File: src/rtl/block_spawn_scheduler.sv
// rtl/block_spawn_scheduler.sv - platform respawn scheduler for a scrolling playfield
// Seeds the block store, then refills slots that fell below the view above the highest platform.
module block_spawn_scheduler #(
  parameter int unsigned NUM_BLOCKS   = 16,
  parameter int unsigned SCREEN_WIDTH = 400,
  parameter int unsigned BLOCK_WIDTH  = 40,
  parameter int unsigned SPAWN_GAP    = 50,
  parameter logic [15:0] SEED         = 16'hACE1,
  localparam int unsigned IW          = $clog2(NUM_BLOCKS)
) (
  input  logic          clk,
  input  logic          reset,
  input  logic          view_valid,
  output logic          view_ready,
  input  logic [31:0]   min_y,
  output logic [IW-1:0] rd_idx,
  input  logic [31:0]   rd_y,
  input  logic          rd_active,
  output logic          wr_en,
  output logic [IW-1:0] wr_idx,
  output logic [31:0]   wr_x,
  output logic [31:0]   wr_y,
  output logic          wr_active,
  output logic          done,
  output logic [IW:0]   respawn_count,
  output logic          overflow
);

  localparam int unsigned   CW       = IW + 1;
  localparam int unsigned   COLS     = SCREEN_WIDTH / BLOCK_WIDTH;
  localparam logic [15:0]   SEED_EFF = (SEED == 16'h0) ? 16'hACE1 : SEED;
  localparam logic [IW-1:0] LAST_IDX = IW'(NUM_BLOCKS - 1);

  typedef enum logic [1:0] {INIT, IDLE, SCAN, DONE} state_t;

  state_t        state_q, state_d;
  logic [IW-1:0] idx_q, idx_d;
  logic [31:0]   min_y_q, min_y_d;
  logic [31:0]   top_y_q, top_y_d;
  logic [CW-1:0] count_q, count_d;
  logic [CW-1:0] respawn_count_q, respawn_count_d;
  logic          overflow_q, overflow_d;
  logic [15:0]   lfsr_q, lfsr_d;

  logic          last_idx;
  logic          hit;
  logic [32:0]   spawn_sum;
  logic          spawn_sat;
  logic [31:0]   spawn_y;

  always_ff @(posedge clk) begin
    if (reset) begin
      state_q         <= INIT;
      idx_q           <= '0;
      min_y_q         <= '0;
      top_y_q         <= '0;
      count_q         <= '0;
      respawn_count_q <= '0;
      overflow_q      <= 1'b0;
      lfsr_q          <= SEED_EFF;
    end else begin
      state_q         <= state_d;
      idx_q           <= idx_d;
      min_y_q         <= min_y_d;
      top_y_q         <= top_y_d;
      count_q         <= count_d;
      respawn_count_q <= respawn_count_d;
      overflow_q      <= overflow_d;
      lfsr_q          <= lfsr_d;
    end
  end

  always_comb begin
    state_d = state_q;
    case (state_q)
      INIT: if (last_idx) state_d = IDLE;
      IDLE: if (view_valid) state_d = SCAN;
      SCAN: if (last_idx) state_d = DONE;
      DONE: state_d = IDLE;
    endcase
  end

  assign last_idx  = (idx_q == LAST_IDX);
  assign spawn_sum = {1'b0, top_y_q} + 33'(SPAWN_GAP);
  assign spawn_sat = spawn_sum[32];
  assign spawn_y   = spawn_sat ? 32'hFFFF_FFFF : spawn_sum[31:0];
  assign hit       = !rd_active || (rd_y < min_y_q);

  // Strobes are masked by reset so nothing leaks out while the state register is held in INIT.
  always_comb begin
    view_ready = 1'b0;
    wr_en      = 1'b0;
    wr_y       = top_y_q;
    done       = 1'b0;
    if (!reset) begin
      case (state_q)
        INIT: wr_en = 1'b1;
        IDLE: view_ready = 1'b1;
        SCAN: begin
          wr_en = hit;
          wr_y  = spawn_y;
        end
        DONE: done = 1'b1;
      endcase
    end
  end

  assign rd_idx        = idx_q;
  assign wr_idx        = idx_q;
  assign wr_active     = 1'b1;
  assign wr_x          = (32'(lfsr_q[7:0]) % COLS) * BLOCK_WIDTH;
  assign respawn_count = respawn_count_q;
  assign overflow      = overflow_q;

  always_comb begin
    idx_d           = idx_q;
    min_y_d         = min_y_q;
    top_y_d         = top_y_q;
    count_d         = count_q;
    respawn_count_d = respawn_count_q;
    overflow_d      = overflow_q;
    lfsr_d          = lfsr_q;
    if (wr_en) lfsr_d = {lfsr_q[0] ^ lfsr_q[2] ^ lfsr_q[3] ^ lfsr_q[5], lfsr_q[15:1]};
    case (state_q)
      INIT: begin
        // top_y doubles as the running INIT height and ends on the last slot's y.
        idx_d = last_idx ? '0 : idx_q + IW'(1);
        if (!last_idx) top_y_d = top_y_q + SPAWN_GAP;
      end
      IDLE: begin
        if (view_valid) begin
          min_y_d = min_y;
          idx_d   = '0;
          count_d = '0;
        end
      end
      SCAN: begin
        idx_d = last_idx ? '0 : idx_q + IW'(1);
        if (hit) begin
          top_y_d = spawn_y;
          count_d = count_q + CW'(1);
          if (spawn_sat) overflow_d = 1'b1;
        end
        if (last_idx) respawn_count_d = count_d;
      end
      DONE: ;
    endcase
  end

endmodule

File: config.mk
export PLATFORM = sky130hd
export DESIGN_NAME = block_spawn_scheduler
export DESIGN_NICKNAME = d
export VERILOG_FILES = /design/src/rtl/block_spawn_scheduler.sv
export SDC_FILE = /design/constraint.sdc
export NUM_CORES = 1
export LEC_CHECK = 0
export BUFFER_PORTS_ARGS = -buffer_cell sky130_fd_sc_hd__buf_4
export CORE_UTILIZATION = 36
export CTS_BUF_LIST = sky130_fd_sc_hd__clkbuf_16
export CTS_CLUSTER_DIAMETER = 50
export DETAILED_ROUTE_END_ITERATION = 10
export RECOVER_POWER = 50
export SETUP_SLACK_MARGIN = 0.2
export SLEW_MARGIN = 15
export SYNTH_ARGS = -nofsm -noshare
export SYNTH_HDL_FRONTEND = slang
export SYNTH_SLANG_ARGS = --single-unit
File: constraint.sdc
create_clock -name clk -period 12.55 [get_ports clk]
set_input_delay 1.255 -clock clk [delete_from_list [all_inputs] [get_ports clk]]
set_output_delay 1.255 -clock clk [all_outputs]
set_load 0.03 [all_outputs]
==> metrics.txt <==
hold path endpoint=min_y_q[9]; normalized max-slew margin=-133%; Crit path required time=11.30 ns; ANT cells=0; final WL=19100 um; register area=between 1500 and 2000 um^2; EDFF count, synth=0; Mean Syn Cell Area=7.54 um^2; Yosys reg bits=97; critical path's slowest cell=dfxtp_1; Top-Level Pins=150; clock power share=between 20% and 30%; CTS tree=yes; Post-synth ARST share=0%; Vias/cell=5.14; ranking of synthesized cells by area=dfxtp_1, ha_1, a21oi_1; area leader, netlist=dfxtp_1; Clock transition at path regs=roughly 0.070 ns; CTS Sinks=a little under 100; hold path depth=2; postcts setup bufs=0; post-route ant nets=0; Hold Crit Start=min_y_q[9]; crit-path cells=nor2_1 -> inv_1 -> ha_1 -> nand2b_1 -> o21ai_1 -> nand4_1 -> o221a_4 -> o211a_4 -> o22ai_2 -> nor3_2 -> and2_4 -> or3_1 -> xnor2_1 -> ha_1 -> ha_1 -> a21o_1 -> a21oi_1 -> nor2b_1 -> o21a_1 -> o311ai_0 -> nand3_1 -> o31ai_1 -> xnor2_1 -> buf_4; area taken by multi-input logic gates=between 5000 and 6000 um^2; Initial Utilization=a little under two fifths; Max Fclk=0.125 GHz; final hold violations=0; Port Buffer Count=between 100 and 150; combinational power share=40.9%; hold-fix buffers at CTS=0; worst r2r src=min_y_q[10]; sequential group share of total power=30.7%; CP Class=flip-flop to primary output; Int Pwr=about 0.00066 W; worst slew pin tran=between 3 and 4 ns; Finish-stage setup viols=0; max-cap violations=2; crit path max fanout=16; CTS HTree Levels=3; final setup skew=0.0119 ns; DR WL/cell=between 10 and 15 um; sequential area share after synthesis=between 20% and 30%; Fin Setup TNS=0 ns; DP HPWL=13900 um; FILL cells=between 2000 and 2500; post-cts resize count=0; setup slack after layout=4.58 ns; RR Endpoint=top_y_q[27]; sw power=approximately 0.00039 W; Ys Warns=0; die width=about 150 um; vias=7341; DRC viols=0; ys flop type=dfxtp_1; CTS Buffer Depth=2; Largest stage delay, worst path=approximately 0.7 ns; Critical Path AT=6.72 ns; Clock Root Buffer=clkbuf_16; Net Sw Frac=37.1%; minimum clock period=7.97 ns; Cell Area, Synth=7720 um^2; ratio of cells with drive above 1 in the final layout=14.1%; Global Route Usage Sum=17.5%; Cell Rows=53; RePlAce Congestion=just under 0.9; fin crit share=a little under two thirds; startpoint class of the critical path=flip-flop; global-route wire length before repair=31900 um; largest net degree at the start of global routing=79; r2r worst-path depth=13; chip height=148 um; hold crit path type=flip-flop to flip-flop; Core Area=21000 um^2; Gate Count Post-Synth=1024; status=complete, but fails checks; area delta synth->final=19.3%; DR iter-0 viols=392; Final Max Tran Viols=115; GRT overflow=0; failing checks=max-capacitance violations, max-slew violations; R2R setup slack=7.52 ns; most common cell after layout, fill and taps aside=nand2_1; worst slack, placed=4.97 ns; Cell Pwr Density=~110 nW/um^2; vias in the first global route=6716; CTS Buf Count=9; worst-skew pair later-pin latency=0.35 ns; number of nets in the layout=~1300; RSZ-0062 raised after global routing=no; Synth top area share=25.2%; leakage power=3.93 nW; Die ar.=22000 um^2; VDD IR max=0.0727 mV; drt pass-1 iters=5; most frequent cells in the layout=nand2_1, buf_4, a21oi_1, dfxtp_1, nor2_1; antenna violations before repair=0; most used cell, CP=ha_1; Worst Setup End Kind=primary output; synth unique cells=73
==> synthesized netlist by cell type, types with 20 or more instances <==
| library cell | count |
|---|---|
| dfxtp_1 | 97 |
| xnor2_1 | 32 |
| mux2i_1 | 21 |
| ha_1 | 75 |
| a21oi_1 | 111 |
| and3_1 | 20 |
| clkbuf_1 | 34 |
| o21ai_0 | 26 |
| nand2b_1 | 26 |
| a311oi_1 | 25 |
| inv_1 | 63 |
| nor2_1 | 86 |
| nand2_1 | 144 |
==> worst max-delay path by stage <==
stage,to,start,slack [ns]
floorplan,wr_x[20],lfsr_q[5],5.52
global placement,wr_x[19],lfsr_q[5],5.11
detailed placement,wr_x[19],lfsr_q[5],4.97
CTS,wr_x[19],lfsr_q[5],4.58
global route,wr_x[19],lfsr_q[5],4.10
finish,wr_x[19],lfsr_q[5],4.58
==> through the flow <==
stage               util [%]  area (um^2)  total power [W]  hold WS [ns]  std cells
global route            43.8         9210          0.00113         0.471       1428
floorplan                  -         7820         0.000648         0.428       1052
global placement        42.7         8970         0.000762         0.445       1412
detailed placement      42.7         8970         0.000763         0.447       1412
CTS                     44.2         9290          0.00107         0.458       1428
finish                  43.8         9210          0.00106         0.455       1428
==> logic make-up (layout without fill, tap and decap cells) <==
kind of cell / count (synthesis) / count (layout) / share of synthesized area, %
multiplexers: 23 / 23 / 3.02
other: 2 / 30 / 0.0973
buffers and inverters: 121 / 222 / 6.60
AO/OA/AOI/OAI: 275 / 275 / 23.7
flip-flops: 97 / 97 / 25.2
XOR/XNOR: 49 / 49 / 5.56
AND/OR/NAND/NOR: 381 / 381 / 23.5
adder cells (fa/ha/maj): 76 / 76 / 12.4
==> critical path: cells and delay by family, from the launching register on <==
kind	cells	cell delay, ns
XOR/XNOR	2	0.37
AND/OR/NAND/NOR	8	1.48
AO/OA/AOI/OAI	9	2.63
flip-flops	1	0.70
buffers and inverters	2	0.30
adder cells (fa/ha/maj)	3	0.88
==> sequential cells by signal, indices dropped and copies added, names as in the netlist <==
name,cells
respawn_count,5
count_q,5
min_y_q,32
state_q,2
overflow,1
rd_idx,4
top_y_q,32
lfsr_q,16
==> power groups by stage <==
stage	Sequential, W	Combinational (W)	Clock, W
after floorplan	0.000328	0.000320	0
after global placement	0.000331	0.000431	0
after detailed placement	0.000331	0.000432	0
after CTS	0.000324	0.000433	0.000312
after global routing	0.000326	0.000477	0.000325
final	0.000324	0.000432	0.000300
==> routing by layer <==
layer / vias to the layer above / share of wire [%] / global-route usage [%]
li1: 3843 / - / -
met1: 3354 / 47 / 22.4
met2: 128 / 48 / 30.5
met3: 16 / 3.5 / 3.16
met4: 0 / 1.3 / 3.87
met5: - / 0 / 0
==> final cells by class <==
class,count,area share (%)
Tap cell,275,3.74
Timing Repair Buffer,143,10.8
Inverter,63,2.57
Multi-Input combinational cell,834,58.4
Clock inverter,7,1.02
Clock buffer,9,2.44
Sequential cell,97,21.1
Power figures use the tool's default switching activity.
